===== config.mk =====
export PLATFORM = sky130hd
export DESIGN_NAME = sgf_mult_norm_round
export DESIGN_NICKNAME = d
export VERILOG_FILES = /design/src/rtl/sgf_mult_norm_round.sv
export SDC_FILE = /design/constraint.sdc
export NUM_CORES = 1
export LEC_CHECK = 0
export CAP_MARGIN = 20
export CORE_MARGIN = 2
export CORE_UTILIZATION = 35
export DETAILED_ROUTE_END_ITERATION = 6
export GPL_ROUTABILITY_DRIVEN = 1
export PLACE_DENSITY = 0.63
export SYNTH_ARGS = -nofsm -noshare
export SYNTH_HDL_FRONTEND = slang
export SYNTH_SLANG_ARGS = --single-unit

===== constraint.sdc =====
create_clock -name clk -period 2.1 [get_ports clk]
set_input_delay 0.525 -clock clk [delete_from_list [all_inputs] [get_ports clk]]
set_output_delay 0.525 -clock clk [all_outputs]
set_load 0.1 [all_outputs]

===== src/rtl/sgf_mult_norm_round.sv =====
// Significand product normalize-and-round stage of the FPU multiply path.
// Two registered stages: 1-bit normalize with guard/sticky, then IEEE round.
module sgf_mult_norm_round #(
    parameter int SW = 24
) (
    input  logic            clk,
    input  logic            rst,
    input  logic            valid_i,
    output logic            ready_o,
    input  logic [2*SW-1:0] product_i,
    input  logic            sign_i,
    input  logic [1:0]      rmode_i,
    output logic            valid_o,
    input  logic            ready_i,
    output logic [SW-1:0]   sgf_o,
    output logic [1:0]      exp_adj_o,
    output logic            sign_o,
    output logic            inexact_o
);

    logic          s1_valid_q, s1_valid_d;
    logic [SW-1:0] s1_m_q, s1_m_d;
    logic          s1_g_q, s1_g_d;
    logic          s1_s_q, s1_s_d;
    logic          s1_n_q, s1_n_d;
    logic          s1_sign_q, s1_sign_d;
    logic [1:0]    s1_rmode_q, s1_rmode_d;

    logic          s2_valid_q, s2_valid_d;
    logic [SW-1:0] s2_sgf_q, s2_sgf_d;
    logic [1:0]    s2_exp_adj_q, s2_exp_adj_d;
    logic          s2_sign_q, s2_sign_d;
    logic          s2_inexact_q, s2_inexact_d;

    logic          s2_adv;
    logic          s1_load;
    logic          inc;
    logic          ovf;
    logic [SW:0]   rnd;

    assign s2_adv  = ~s2_valid_q | ready_i;
    assign ready_o = ~s1_valid_q | s2_adv;
    assign s1_load = ready_o;

    // Stage 1: the product lies in [1,4), so at most a 1-bit right shift.
    always_comb begin
        s1_valid_d = s1_valid_q;
        s1_m_d     = s1_m_q;
        s1_g_d     = s1_g_q;
        s1_s_d     = s1_s_q;
        s1_n_d     = s1_n_q;
        s1_sign_d  = s1_sign_q;
        s1_rmode_d = s1_rmode_q;
        if (s1_load) begin
            s1_valid_d = valid_i;
            s1_n_d     = product_i[2*SW-1];
            s1_sign_d  = sign_i;
            s1_rmode_d = rmode_i;
            if (product_i[2*SW-1]) begin
                s1_m_d = product_i[2*SW-1:SW];
                s1_g_d = product_i[SW-1];
                s1_s_d = |product_i[SW-2:0];
            end else begin
                s1_m_d = product_i[2*SW-2:SW-1];
                s1_g_d = product_i[SW-2];
                s1_s_d = |product_i[SW-3:0];
            end
        end
    end

    always_comb begin
        inc = 1'b0;
        unique case (s1_rmode_q)
            2'b00: inc = s1_g_q & (s1_s_q | s1_m_q[0]);
            2'b01: inc = 1'b0;
            2'b10: inc = ~s1_sign_q & (s1_g_q | s1_s_q);
            2'b11: inc = s1_sign_q & (s1_g_q | s1_s_q);
        endcase
    end

    assign rnd = {1'b0, s1_m_q} + (SW + 1)'(inc);
    assign ovf = rnd[SW];

    // Stage 2: a carry out of the significand renormalizes to 1.0.
    always_comb begin
        s2_valid_d   = s2_valid_q;
        s2_sgf_d     = s2_sgf_q;
        s2_exp_adj_d = s2_exp_adj_q;
        s2_sign_d    = s2_sign_q;
        s2_inexact_d = s2_inexact_q;
        if (s2_adv) begin
            s2_valid_d   = s1_valid_q;
            s2_sgf_d     = ovf ? {1'b1, {(SW - 1){1'b0}}} : rnd[SW-1:0];
            s2_exp_adj_d = {1'b0, s1_n_q} + {1'b0, ovf};
            s2_sign_d    = s1_sign_q;
            s2_inexact_d = s1_g_q | s1_s_q;
        end
    end

    always_ff @(posedge clk) begin
        if (rst) begin
            s1_valid_q   <= 1'b0;
            s1_m_q       <= '0;
            s1_g_q       <= 1'b0;
            s1_s_q       <= 1'b0;
            s1_n_q       <= 1'b0;
            s1_sign_q    <= 1'b0;
            s1_rmode_q   <= 2'b00;
            s2_valid_q   <= 1'b0;
            s2_sgf_q     <= '0;
            s2_exp_adj_q <= 2'b00;
            s2_sign_q    <= 1'b0;
            s2_inexact_q <= 1'b0;
        end else begin
            s1_valid_q   <= s1_valid_d;
            s1_m_q       <= s1_m_d;
            s1_g_q       <= s1_g_d;
            s1_s_q       <= s1_s_d;
            s1_n_q       <= s1_n_d;
            s1_sign_q    <= s1_sign_d;
            s1_rmode_q   <= s1_rmode_d;
            s2_valid_q   <= s2_valid_d;
            s2_sgf_q     <= s2_sgf_d;
            s2_exp_adj_q <= s2_exp_adj_d;
            s2_sign_q    <= s2_sign_d;
            s2_inexact_q <= s2_inexact_d;
        end
    end

    assign valid_o   = s2_valid_q;
    assign sgf_o     = s2_sgf_q;
    assign exp_adj_o = s2_exp_adj_q;
    assign sign_o    = s2_sign_q;
    assign inexact_o = s2_inexact_q;

endmodule


# Yosys cells after proc, flatten, opt, wreduce, memory -nomap -nowiden
# Cells that the tools add are included.
# op_classes
n_bitwise,10
n_mux,5
n_reduce_logical,3
n_eq_ne,3
n_addsub,2
# op_table
op,n
$mux W24,2
$add A24 B1 Y25,1
$reduce_or A23 Y1,1
$reduce_or A22 Y1,1
$eq A2 B2 Y1 const B,2
$or A1 B1 Y1,4
$pmux W1 S4,1
$and A1 B1 Y1,3
$not A1 Y1,3
$add A1 B1 Y2,1
$eq A2 B1 Y1 const B,1
$logic_not A2 Y1,1
$mux W1,2
# totals
regBits,60
word_cells,35
output_inout_bits,30
input_bits,55

# Longest topological paths before layout
# Gate-level depths: netlist of the first run.
# logic_depth
depth_word,5
ltp_mapped,10
ltp_nobuf,10

# Worst setup path after synthesis of the first run
# Ideal clock, no wire load.
# synth_path
path_kind,register -> output
from,"reg s2_valid_q, in the netlist valid_o"
to,out ready_o
arrival_time_ns,2.396
path_buffers,2
slack_ns,-0.821
required_ns,1.575
stages_incl_launch_ff,6
cell_sequence,dfxtp_1 -> nor2b_1 -> and2_1 -> clkbuf_1 -> inv_2 -> buf_1
# synth_between
elab_chain_cells,3
# synth_rtl
item,line_no,source
"start, declared",29,"logic s2_valid_q, s2_valid_d;"
"start signal, assigned",122,s2_valid_q <= s2_valid_d;
$not A1 Y1,41,assign s2_adv = ~s2_valid_q | ready_i;
$or A1 B1 Y1,41,
$or A1 B1 Y1,42,assign ready_o = ~s1_valid_q | s2_adv;
"end, declared",9,"output logic ready_o,"
# Every way passes these cells.

# Worst setup path after layout of the first run
# layout_path
from,reg s1_rmode_q[0]
to,"reg s2_exp_adj_q[1], in the netlist exp_adj_o[1]"
# layout_between
elab_chain_cells,4
elab_cells_between_ends,7
cone_classes,add/sub (2); eq/ne (3); mux (1); reduce/logical (1)
# layout_rtl
item,line_no,source
"start, declared",27,"logic [1:0] s1_rmode_q, s1_rmode_d;"
"start signal, assigned",121,s1_rmode_q <= s1_rmode_d;
"$eq A2 B2 Y1, or another cell as far along",73,unique case (s1_rmode_q)
$pmux W1 S4 (*),73,
$add A24 B1 Y25 (*),81,"assign rnd = {1'b0, s1_m_q} + (SW + 1)'(inc);"
$add A1 B1 Y2 (*),94,"s2_exp_adj_d = {1'b0, s1_n_q} + {1'b0, ovf};"
"end signal, assigned",124,s2_exp_adj_q <= s2_exp_adj_d;
"end, declared",31,"logic [1:0] s2_exp_adj_q, s2_exp_adj_d;"
# Mark *: on every way between the ends. The rest lies on a longest branch, timed or not.
# A chain may end at the register's enable or synchronous reset.

==> results of run 1 <==
[Yosys cell counts (2+ instances only)]
library cell and number:
a211oi_1 37, a21oi_1 10, and3_1 2, and4_1 3
buf_1 4, clkbuf_1 15, dfxtp_1 60, ha_1 2
inv_1 2, mux2i_1 25, nand2_1 36, nand3_1 9
nand4_1 12, nor2_1 48, nor3_1 3, nor4_1 7
o21ai_0 9, xnor2_1 6, xor2_1 17
[area by class of cell]
class                   count  area (um^2)
repair buffers            106          963
flip-flops and latches     60         1210
inverters                   3         11.3
clock inverters             2         35.0
well taps                 102          128
clock buffers              12          155
multi-input cells         244         1580
fillers                   754         3730
[cell families (layout without fill, tap and decap cells)]
family | count (synthesis) | in the layout | synth area share [%]
simple gates | 132 | 132 | 22.9
xor+xnor | 23 | 23 | 7.08
fa+ha+maj | 2 | 2 | 0.879
mux | 25 | 25 | 8.79
flops | 60 | 60 | 42.2
buf+inv | 24 | 123 | 3.34
compound gates | 62 | 62 | 14.8
[per-stage QoR]
step           setup slack, ns  total power [W]  cell area (um^2)  hold slack (ns)  utilization [%]
2_1_floorplan           0.0284          0.00169              2850            0.430                -
4_1_cts                0.00624          0.00294              4020            0.460             51.5
6_report               -0.0358          0.00293              4080            0.457             52.2
5_1_grt                 -0.171          0.00304              4080            0.478             52.2
3_3_place_gp            0.0298          0.00191              3830            0.443             49.0
3_5_place_dp            0.0286          0.00192              3830            0.449             49.0
[state kept, by name, summed over array words and instances, names as in the netlist, 2 cells and up]
signal / cells
exp_adj_o: 2
s1_m_q: 24
sgf_o: 24
s1_rmode_q: 2
[where the power goes]
part / internal [W] / total [W] / switching [W] / leakage (nW)
Clock: 0.000598 / 0.00103 / 0.000429 / 0.0983
Sequential: 0.00121 / 0.00128 / 0.0000710 / 0.499
Combinational: 0.000231 / 0.000615 / 0.000384 / 1.09
[metal layers]
layer / vias up / GRT usage, %
met5: - / 0
met4: 0 / 7.73
met3: 9 / 2.65
met2: 62 / 27.3
met1: 1215 / 21.7
li1: 1373 / -
[worst paths after layout]
check                             startpoint                   endpoint  slack [ns]  cells past startpoint
setup / recovery  s1_rmode_q[0]$_SDFFE_PP0P_  exp_adj_o[1]$_SDFFE_PP0P_       -0.04                     11
hold / removal        sgf_o[13]$_SDFFE_PP0P_     sgf_o[13]$_SDFFE_PP0P_        0.46                      2
setup reg to reg  s1_rmode_q[0]$_SDFFE_PP0P_  exp_adj_o[1]$_SDFFE_PP0P_       -0.04                     11
hold reg to reg       sgf_o[13]$_SDFFE_PP0P_     sgf_o[13]$_SDFFE_PP0P_        0.46                      2
[critical path: stages, from the launching register on]
cell     delay, ns
dfxtp_2       0.32
inv_2         0.07
a21oi_2       0.05
a31oi_1       0.14
o221a_2       0.24
ha_4          0.15
nand2_4       0.06
nor4_4        0.29
buf_4         0.16
nand3_4       0.09
or3b_1        0.41
a21oi_2       0.11
[repair_timing]
item | CTS | global route
endpoints found under the hold margin | 0 | 0
buffers inserted | 0 | 4
gates resized for setup | 0 | 11
endpoints found under the setup margin | 0 | 17
==> reports/metrics.cfg, run 1 <==
[cells_and_area]
layout_common_cells = 56 x dfxtp_1, 53 x clkdlybuf4s50_1, 49 x buf_4
area_growth_pct = 43.3
antenna_cells = 0
final_cells = 529
drive_gt1_share_pct = 20.1
nets = 481
layout_commonest_cell = dfxtp_1

[status]
violations = negative setup slack
status = finished, violations left

[floorplan]
die_h_um = 94.2
io_pins = 85
core_mm2 = 0.00781
die_x_um = 94.2
die_area_mm2 = 0.00887
initial_utilization_pct = 36.5
rows = 32

[synthesis]
ys_ff_latch = 60
synth_edf_count = 0
seq_area_frac_synth_pct = 42.2
synth_top_flop_cell = dfxtp_1
syn_area_mm2 = 0.00285
synth_top_area_share_pct = 42.2
syn-num-nets = 385
yosysUniqueCellTypes = 40
synth_warnings = 0
ys_top_cells_by_area = dfxtp_1 42%, a211oi_1 9.8%, mux2i_1 8.8%, nor2_1 6.3%, xor2_1 5.2%
syn_inst = 328
synth.largest_area_cell = dfxtp_1
synthArstFlopShare_pct = 0
syn_avg_cell_area_um2 = 8.68

[global_route]
grt_use_total_pct = 16.7
antenna_found_initial = 0
grt_max_degree = 52
grt_pass1_wl_um = 11500
grt_pass1_vias = 2474
grt_overflow = 0

[routing]
drc = 0
vias = 2659
drt-total-wl_um = 7360
wl_met2_um = 3580
first_pass_iters = 4
wl_met1_um = 3430
highest_layer = met4
dr_wl_met3_um = 260
drtIter0Drc = 118
vias_per_cell = 5.03
drtAntennaViolNets = 0
wl_per_cell_um = 13.9

[timing]
fmax_mhz = 468
maxSlewHeadroom_pct = 58.5
skew_ns = 0.00765
hold_viol_final = 0
final_max_slew_viol_count = 0
setup_violations = 1
fin_crit_ns = 2.14
fin_tns_setup_ns = -0.0358
tightest_slew_ns = 0.621
period_share_pct = 102
rsz0062_at_grt = yes
setup_ws_ns = -0.0358

[critical_path]
critPathCaptureType = flip-flop
worst-setup-path-type = flip-flop to flip-flop
cp_data_required_time_ns = 2.38
timing.critical_path.fanout_max = 5
cp.arrival_ns = 2.41
critPathLaunchType = flip-flop

[placement]
gp_congestion = 0.798
dp_hpwl_um = 5460
portBuffers = 84
dp_cells = 511

[cts]
clk_transition_reported_paths_ns = 0.07
insertion_delay_ns = 0.34
cts_made_buffers = 9
hold_buffers = 0
clockBufferDepth = 2
tritoncts = yes
cts_root_buf = clkbuf_8
cts_max_level = 3
numClockSinks = 60

[power_and_ir_drop]
ir_worst_vdd_mv = 0.259
p_per_area_mw_per_mm2 = 717
p_leak_nw = 1.69

[worst_hold_path]
hp-class = flip-flop to flip-flop

[run]
maxCapViolCount = 0

Note: power is estimated with default switching activity, not from simulation.
==> run 2, diff against run 1 <==
- CELL_PAD_IN_SITES_DETAIL_PLACEMENT: not set -> 1
- CELL_PAD_IN_SITES_GLOBAL_PLACEMENT: not set -> 2
- CORE_UTILIZATION: 35 -> 24
- PLACE_DENSITY: 0.63 -> 0.73
==> reports/metrics.cfg, run 2 (same netlist as run 1, synthesis figures left out) <==
[status]
status = finished, violations left
violations = design-rule violations

[cts]
clk_transition_reported_paths_ns = 0.05
hold_buffers = 0
cts_root_buf = clkbuf_16
numClockSinks = 60
clockBufferDepth = 2
insertion_delay_ns = 0.32
cts_max_level = 3
cts_made_buffers = 9
tritoncts = yes

[timing]
worst_hold_slack_ns = 0.456
fin_crit_ns = 2.05
skew_ns = 0.00551
setup_violations = 0
final_max_slew_viol_count = 0
maxSlewHeadroom_pct = 59.0
period_share_pct = 97.5
tightest_slew_ns = 0.613
hold_viol_final = 0
fmax_mhz = 488

[worst_hold_path]
hp-start = sign_o$_SDFFE_PP0P_
hp-class = flip-flop to flip-flop
min_to = sign_o$_SDFFE_PP0P_
holdPathStages = 2

[global_route]
grt_max_degree = 52
grt_overflow = 0
grt-busiest-layer = met2
grtUsageMet2_pct = 22.2
grt_use_total_pct = 13.8
met3_usage_pct = 2.73
grt_pass1_vias = 2811
antenna_found_initial = 0
use_met1_pct = 18.4
grt_pass1_wl_um = 14000

[cells_and_area]
layout_common_cells = 56 x dfxtp_1, 53 x clkdlybuf4s50_1, 51 x buf_4
final_cells = 574
nets = 483
antenna_cells = 0
area_growth_pct = 51.0
final_area_mm2 = 0.00430
drive_gt1_share_pct = 21.1
layout_commonest_cell = dfxtp_1
final_util_pct = 37.3

[power_and_ir_drop]
ir_worst_vdd_mv = 0.311
p_clk_share_pct = 46.3
power_frac_comb_pct = 17.7
p_int_w = 0.00261
p_leak_nw = 1.77
swShare_pct = 26.9
p_per_area_mw_per_mm2 = 830
seqPwrFrac_pct = 36.0
p_total_w = 0.00357
switching_power_w = 0.000959

[critical_path]
rrSetupSlack_ns = 0.11
cp_data_required_time_ns = 1.57
cp.arrival_ns = 1.52
rr_worst_depth = 9
r2r_end = sgf_o[21]$_SDFFE_PP0P_
critPathLaunchType = input pin
timing.critical_path.fanout_max = 4
worst-setup-path-type = input pin to output port
slowest_stage = clkdlybuf4s50_1
path_cells = clkdlybuf4s50_1 > nor2b_2 > and2_4 > inv_4 > buf_12
critPathMaxStageDelay_ns = 0.48
r2r-start = s1_rmode_q[1]$_SDFFE_PP0P_
critPathCaptureType = output port

[placement]
placed_area_mm2 = 0.00390
dp_cells = 555
portBuffers = 84
dp_hpwl_um = 6510
gp_congestion = 0.743

[routing]
drc = 2
drtAntennaViolNets = 0
drtIter0Drc = 80
vias_per_cell = 4.63
first_pass_iters = 6
drt-total-wl_um = 8460
wl_per_cell_um = 14.7
vias = 2656

[floorplan]
rows = 39
die_h_um = 113
die_x_um = 113
io_pins = 85
initial_utilization_pct = 24.7
die_area_mm2 = 0.0127
core_mm2 = 0.0115

[run]
maxCapViolCount = 0

==> run 2: cell count changes in the layout (fill, tap and decap cells not counted), sizes merged <==
cell    delta
buf        +2
bufinv     +2
clkbuf     -1
clkinv     +1
==> run 2: power groups by stage <==
stage                     sequential [W]  combinational, W  clock, W
after floorplan                  0.00153          0.000158         0
after global placement           0.00130          0.000620         0
after detailed placement         0.00131          0.000626         0
after CTS                        0.00129          0.000638   0.00168
after global routing             0.00130          0.000675   0.00172
final                            0.00129          0.000631   0.00165
==> run 2: routing by layer <==
metal	part of all wire (%)	routed length, um	up-vias
met3	3.2	273	8
met2	47	3950	43
met5	0	0	-
met4	1.3	114	0
li1	-	-	1373
met1	49	4120	1232
==> run 2: repair_timing <==
item	CTS	global route
endpoints found under the hold margin	0	0
resized for setup	11	3
cloned	0	0
buffers inserted	3	0
setup endpoints to repair	3	17
pin swaps	7	1
==> run 2: cell type report <==
class                      count  area (um^2)
fill                        1320         7220
clock inverter                 5          100
inverter                       3         13.8
sequential                    60         1210
tap                          143          179
clock buffer                  11          233
timing repair buffer         108          978
multi-input combinational    244         1590
==> run 2: metrics by stage <==
step	setup WS [ns]	setup TNS (ns)
after floorplan	0.0284	0
after global placement	-0.0293	-0.0293
after detailed placement	-0.0226	-0.0326
after CTS	-0.0191	-0.0333
after global routing	-0.00189	-0.00189
final	0.0516	0
==> run 2: worst max path at each step <==
stage,from,to,depth (start not counted)
floorplan,valid_o$_SDFFE_PP0P_,ready_o,5
global placement,ready_i,ready_o,5
detailed placement,ready_i,ready_o,5
CTS,s1_rmode_q[0]$_SDFFE_PP0P_,sgf_o[16]$_SDFFE_PP0P_,11
global route,s1_rmode_q[0]$_SDFFE_PP0P_,sgf_o[17]$_SDFFE_PP0P_,11
finish,ready_i,ready_o,5
==> run 2: worst max-delay path: cells and delay by family <==
family / cells / cell delay [ns]
buffers and inverters: 3 / 0.76
AND/OR/NAND/NOR: 2 / 0.22
==> run 3, diff against run 2 <==
- CORE_UTILIZATION: 24 -> 27
- PLACE_DENSITY: 0.73 -> 0.77
- clock period: 2.1 -> 2.35 ns (I/O delays scaled with it)
==> reports/metrics.cfg, run 3 (same netlist as run 1, synthesis figures left out) <==
[status]
status = completed

[routing]
first_pass_iters = 4
vias = 2597
drc = 0
vias_per_cell = 4.68
drtAntennaViolNets = 0
drt-total-wl_um = 7770
drtIter0Drc = 45
wl_per_cell_um = 14.0

[floorplan]
initial_utilization_pct = 27.7
io_pins = 85
die_x_um = 107
rows = 37
die_h_um = 107
die_area_mm2 = 0.0114
core_mm2 = 0.0103

[cts]
cts_max_level = 3
clk_transition_reported_paths_ns = 0.07
insertion_delay_ns = 0.34
clockBufferDepth = 2
tritoncts = yes
cts_resized = 0
cts_made_buffers = 9
numClockSinks = 60
cts_root_buf = clkbuf_8
hold_buffers = 0

[timing]
fin_tns_setup_ns = 0
hold_viol_final = 0
rsz0062_at_grt = no
maxSlewHeadroom_pct = 61.8
setup_ws_ns = 0.106
fin_crit_ns = 2.24
setup_violations = 0
fmax_mhz = 446
tightest_slew_ns = 0.570
worst_hold_slack_ns = 0.457
skew_ns = 0.00788
period_share_pct = 95.5
final_max_slew_viol_count = 0

[critical_path]
slowest_stage = clkdlybuf4s50_1
rrSetupSlack_ns = 0.20
critPathMaxStageDelay_ns = 0.42
worst-setup-path-type = input pin to output port
path_cells = clkdlybuf4s50_1 > nor2b_1 > and2_1 > inv_2 > buf_12
critPathLaunchType = input pin
cp.arrival_ns = 1.66
timing.critical_path.fanout_max = 3
cp_data_required_time_ns = 1.76
r2r-start = s1_g_q$_SDFFE_PP0P_
worstSetupStartpoint = ready_i
critPathCaptureType = output port

[power_and_ir_drop]
ir_worst_vdd_mv = 0.216
p_leak_nw = 1.63
p_per_area_mw_per_mm2 = 672

[placement]
dp_hpwl_um = 6110
pre_cts_slack_ns = 0.108
gp_congestion = 0.834
portBuffers = 84

[cells_and_area]
fillCellCount = 1240
layout_commonest_cell = dfxtp_1
antenna_cells = 0
final_util_pct = 39.1
area_growth_pct = 41.0
layout_common_cells = 59 x dfxtp_1, 53 x clkdlybuf4s50_1, 48 x nor2_1
nets = 471
drive_gt1_share_pct = 16.5

[global_route]
grt_overflow = 0
grt-busiest-layer = met2
grt_use_total_pct = 14.2
grt_pass1_vias = 2523
antenna_found_initial = 0
grtUsageMet2_pct = 22.0
grt_pass1_wl_um = 12600
grt_max_degree = 38
met3_usage_pct = 2.55
use_met1_pct = 19.2

[worst_hold_path]
hp-class = flip-flop to flip-flop
hp-start = sign_o$_SDFFE_PP0P_

[run]
maxCapViolCount = 0

run 3: timing repair:
action,4_1_cts,5_1_grt
endpoints found under the setup margin,0,6
endpoints found under the hold margin,0,0
setup buffers,0,1
run 3: per-stage QoR:
step | instance area (um^2) | cells | total power [W]
after CTS | 4010 | 554 | 0.00273
after global placement | 3790 | 538 | 0.00170
final | 4010 | 555 | 0.00270
after global routing | 4010 | 555 | 0.00283
after floorplan | 2850 | 328 | 0.00151
after detailed placement | 3790 | 538 | 0.00171
run 3: worst paths after layout:
path	cells after the start	end
hold reg to reg	2	sign_o$_SDFFE_PP0P_
setup / recovery	5	ready_o
hold / removal	2	sign_o$_SDFFE_PP0P_
setup reg to reg	10	exp_adj_o[1]$_SDFFE_PP0P_
run 3: cell type report:
class                           count  area [um^2]  share of cell area [%]
Sequential cell                    60         1200                    30.0
Tap cell                          136          170                    4.24
Clock inverter                      5         75.1                    1.87
Inverter                            3         11.3                   0.281
Clock buffer                       11          141                    3.52
Multi-Input combinational cell    244         1550                    38.6
Timing Repair Buffer               96          863                    21.5
run 3: routing by layer:
| layer | wire length, um | vias up |
|---|---|---|
| met3 | 245 | 12 |
| met1 | 3770 | 1192 |
| met5 | 0 | - |
| met2 | 3590 | 41 |
| met4 | 162 | 0 |
| li1 | - | 1352 |
run 3: where the power goes:
part	switching (W)	total (W)	leakage [nW]	internal [W]
registers	0.0000676	0.00115	0.497	0.00108
clock network	0.000396	0.00102	0.113	0.000620
logic	0.000333	0.000528	1.02	0.000194
total	0.000797	0.00270	1.63	0.00190
run 3: critical path: cells and delay by family:
family	cells	cell delay, ns
buffers and inverters	3	0.70
and+or+nand+nor	2	0.37
